[config.mk]
export PLATFORM = sky130hd
export DESIGN_NAME = pipelined_dot2
export DESIGN_NICKNAME = d
export VERILOG_FILES = /design/src/rtl/pipelined_dot2.sv
export SDC_FILE = /design/constraint.sdc
export NUM_CORES = 2
export LEC_CHECK = 0
export ABC_AREA = 1
export CELL_PAD_IN_SITES_DETAIL_PLACEMENT = 1
export CELL_PAD_IN_SITES_GLOBAL_PLACEMENT = 2
export CORE_ASPECT_RATIO = 1.2
export CORE_MARGIN = 2
export CORE_UTILIZATION = 27
export DETAILED_ROUTE_END_ITERATION = 12
export PLACE_DENSITY_LB_ADDON = 0.1
export SLEW_MARGIN = 20
export SYNTH_ARGS = -nofsm -noshare
export SYNTH_HDL_FRONTEND = slang
export SYNTH_SLANG_ARGS = --single-unit
[constraint.sdc]
create_clock -name clk -period 9.1 [get_ports clk]
set_input_delay 1.365 -clock clk [delete_from_list [all_inputs] [get_ports clk]]
set_output_delay 1.365 -clock clk [all_outputs]
set_load 0.02 [all_outputs]
[src/rtl/pipelined_dot2.sv]
// pipelined_dot2: 3-stage C = A1*B1 + A2*B2 mod 2^WIDTH; defining PIPELINE_VALID_EN adds in_valid/out_valid
module pipelined_dot2 #(
    parameter int WIDTH = 32
) (
    input  logic             clk,
    input  logic             reset,
    input  logic [WIDTH-1:0] A1,
    input  logic [WIDTH-1:0] B1,
    input  logic [WIDTH-1:0] A2,
    input  logic [WIDTH-1:0] B2,
`ifdef PIPELINE_VALID_EN
    input  logic             in_valid,
    output logic             out_valid,
`endif
    output logic [WIDTH-1:0] C
);
    logic [WIDTH-1:0] s1_a1, s1_b1, s1_a2, s1_b2, p1, p2;
    always_ff @(posedge clk) begin
        if (reset) begin
            s1_a1 <= '0;
            s1_b1 <= '0;
            s1_a2 <= '0;
            s1_b2 <= '0;
            p1    <= '0;
            p2    <= '0;
            C     <= '0;
        end else begin
            s1_a1 <= A1;
            s1_b1 <= B1;
            s1_a2 <= A2;
            s1_b2 <= B2;
            p1    <= s1_a1 * s1_b1;
            p2    <= s1_a2 * s1_b2;
            C     <= p1 + p2;
        end
    end
`ifdef PIPELINE_VALID_EN
    logic v1, v2;
    always_ff @(posedge clk) begin
        if (reset) begin
            v1        <= 1'b0;
            v2        <= 1'b0;
            out_valid <= 1'b0;
        end else begin
            v1        <= in_valid;
            v2        <= v1;
            out_valid <= v2;
        end
    end
`endif
endmodule

# Word-level counts from Yosys, hierarchy flattened
# Cells that the tools add are included.
# totals
output_inout_bits	32
word_cells	10
reg_bits	224
inputBits	130
# op_classes
n_addsub	1
mul	2
# op_table
cell	n
32-bit by 32-bit multiplier with 32-bit output	2
32-bit adder	1

# Depth between registers and ports, before layout
# logic_depth
word_depth	1
ltp_mapped	38
ltp_nobuf	36

# Worst setup path after synthesis
# OpenSTA, ideal clock, no wires.
# synth_timing
kind	register to register
from	register s1_a2[12]
to	register p2[31]
setup_slack_ns	2.653
arrival_time_ns	6.334
t_required_ns	8.987
setup_time_ns	0.113
n_path_buf	2
path_stages_with_launch	29
synth_period_minus_slack_ns	6.447
path_cell_list	dfxtp_1 clkbuf_1 clkbuf_1 nand2_1 fa_1 inv_1 fa_1 inv_1 fa_1 inv_1 fa_1 inv_1 fa_1 fa_1 fa_1 fa_1 inv_1 ha_1 nand2_1 nor2_1 nand2_1 inv_1 nand3_1 o221ai_1 nand2_1 nand3_1 nand2_1 nand2_1 nor2_1
# synth_between
elab_chain_cells	1
# synth_lines
item	line	source
from (decl)	17	logic [WIDTH-1:0] s1_a1, s1_b1, s1_a2, s1_b2, p1, p2;
from (signal assigned)	22	s1_a2 <= '0;
from (signal assigned)	30	s1_a2 <= A2;
32-bit by 32-bit multiplier with 32-bit output	33	p2 <= s1_a2 * s1_b2;
to (signal assigned)	33	
to (decl)	17	
# Every way passes these cells.
# A chain may end at the register's enable or synchronous reset.

# Worst setup path after layout
# layout_timing
from	register s1_a2[12]
to	register p2[24]
# The elaborated chain is that of the path after synthesis.

==> impl_metrics.py <==
metrics = {
    "placement": {
        "place_area_um2": 44700,
        "dp_hpwl_um": 127000,
        "port-buffer-count": 161,
        "dp_slack_ps": 1400,
        "dpl.cell_count": 7402,
        "gp_congestion": 0.810,
    },
    "run": {
        "cap_violations": 0,
    },
    "sta": {
        "rsz0062_at_grt": "false",
        "setup-tns-final_ps": 0,
        "hold_slack_ps": 687,
        "tightest_slew_ps": 1130,
        "fin_crit_sh_pct": 84.4,
        "hold_viol_final": 0,
        "drv_slew": 0,
        "setup-violations-final": 0,
        "fmaxAchievable_ghz": 0.130,
        "slew_headroom_pct": 24.3,
        "period_needed_ps": 7680,
        "fin_worst_skew_ps": 60.3,
        "worst_slack_ps": 1420,
    },
    "clocking": {
        "cts_buffers": 34,
        "postCtsSetupRepairBufs": 0,
        "clk_pin_slew_ps": 60,
        "tritoncts": "yes",
        "htreeDepth": 2,
        "clock-sinks": 224,
        "clk_latency_ps": 640,
        "hold_buffers": 0,
        "clock-root-buffer": "clkbuf_16",
        "ctsResizeCount": 0,
        "cts.path.max_buffers": 3,
    },
    "detailed_routing": {
        "vias_per_cell": 4.32,
        "route.detailed.drc": 0,
        "first_pass_iters": 4,
        "ant_nets": 0,
        "vias": 32253,
        "routed_wl_um": 153000,
        "drt_iter0_markers": 975,
        "avgRoutedWirePerCell_um": 20.5,
    },
    "worst_setup_path": {
        "cp-endpoint": "p2[24]",
        "endpoint_kind": "flop",
        "timing.critical_path.from": "s1_a2[12]",
        "cp.arrival_ps": 8140,
        "cp.required_ps": 9560,
        "startpoint_type": "flop",
        "r2r_end": "p2[24]",
        "path_max_fanout": 15,
        "r2r_setup_slack_ps": 1420,
        "rr_worst_depth": 21,
        "criticalPathCategory": "flop to flop",
        "r2r_start": "s1_a2[12]",
    },
    "cells_and_area": {
        "final_cells": 7464,
        "final_core_utilization_pct": 30.6,
        "fin_nets": 6687,
        "design_area_um2": 45900,
        "synthToLayoutAreaGrowth_pct": 12.6,
        "drive_gt1_share_pct": 3.46,
    },
    "floorplanning": {
        "row_count": 156,
        "die_h_um": 430,
        "die_w_um": 359,
        "start_util_pct": 27.1,
        "pin_count": 162,
        "core_um2": 150000,
        "dieArea_um2": 154000,
    },
    "min_path": {
        "hold_class": "flop to flop",
        "whs_path_depth": 2,
    },
    "power": {
        "p_leak_nw": 26.6,
        "p_per_area_nw_per_um2": 188,
        "peakVddDrop_mv": 0.132,
        "power_mw": 8.63,
    },
    "yosys": {
        "synth_common_cells": "1,644 x inv_1, 1,439 x nand2_1, 817 x fa_1",
        "async_reset_ff_share_pct": 0,
        "synth_edf_count": 0,
        "yosysMostFrequentCell": "inv_1",
        "yosysTopAreaCellShare_pct": 40.1,
        "yosysWarnings": 0,
        "synthFlopType": "dfxtp_1",
        "synth_nets": 6618,
        "synth.distinct_cells": 47,
        "synthTopCellsByArea": "fa_1 40%, inv_1 15%, nand2_1 13%, dfxtp_1 11%, ha_1 8.5%",
        "ys_ff_latch": 224,
        "synth_area_per_cell_um2": 7.56,
        "syn_inst": 5394,
        "synth_area_um2": 40800,
        "yosys.area.top_type": "fa_1",
        "seq_area_frac_synth_pct": 11.0,
    },
    "grt": {
        "grt_max_degree": 95,
        "track_usage_pct": 20.4,
        "grt_pass1_vias": 37337,
        "antenna_found_initial": 5,
        "grt_pass1_wl_um": 234000,
        "overflow": 0,
    },
    "outcome": {
        "run_status": "finished clean",
    },
}
-- state kept, by name (all words and copies together), names as in the netlist --
name   flops
C         32
p1        32
s1_b1     32
s1_a1     32
s1_b2     32
p2        32
s1_a2     32
-- routing by layer --
layer	GRT usage (%)	share of wire, %
met5	0	0
met4	4.84	2.3
met3	1.59	1.7
met2	40.0	54
met1	23.7	42
-- how the worst min path moves through the flow --
stage                   from    end
floorplan           s1_b1[0]  p1[0]
global route          p1[19]  C[19]
CTS                   p1[21]  C[21]
finish                p1[14]  C[14]
global placement       p2[4]   C[4]
detailed placement     p2[4]   C[4]
-- where the power goes --
| part | internal [mW] | switching (mW) | leakage [nW] |
|---|---|---|---|
| Clock | 0.867 | 0.611 | 0.586 |
| Sequential | 1.16 | 0.213 | 1.86 |
| Combinational | 2.04 | 3.73 | 24.1 |
| Total | 4.08 | 4.56 | 26.6 |
-- critical path, stage by stage (launching register included) --
cell and delay [ps]:
dfxtp_1 950, buf_4 310, nand2_1 80, fa_1 490, fa_1 570, inv_1 70
fa_1 500, inv_1 50, fa_1 510, inv_1 70, fa_1 480, fa_1 570
fa_1 440, fa_1 440, ha_1 420, nand4_1 150, nor3_1 410, nand4_1 180
nand3_1 190, a21o_1 170, o21ai_0 80, a21oi_1 350
-- cells by family after synthesis --
| group | share of synthesized area (%) |
|---|---|
| compound gates | 4.72 |
| xor+xnor | 0.794 |
| fa+ha+maj | 48.6 |
| buf+inv | 17.5 |
| flops | 11.0 |
| simple gates | 17.4 |
-- cell type report --
type	count	area, um2
Timing Repair Buffer	266	2430
Clock buffer	42	952
Inverter	1646	6180
Clock inverter	17	238
Fill cell	18354	104000
Multi-Input combinational cell	3291	29200
Antenna cell	3	7.51
Sequential cell	224	4490
Tap cell	1975	2470
-- placed cells by master, fill, tap and decap left out, types with 98 or more instances in the layout --
| master | synthesis | final |
|---|---|---|
| inv_1 | 1644 | 1643 |
| nand2_1 | 1439 | 1439 |
| fa_1 | 817 | 817 |
| a21oi_1 | 161 | 161 |
| nand3_1 | 98 | 98 |
| nor2_1 | 235 | 235 |
| dfxtp_1 | 224 | 219 |
| clkdlybuf4s50_1 | 0 | 160 |
| buf_4 | 12 | 103 |
| ha_1 | 277 | 277 |
Note: power is estimated with default switching activity, not from simulation.
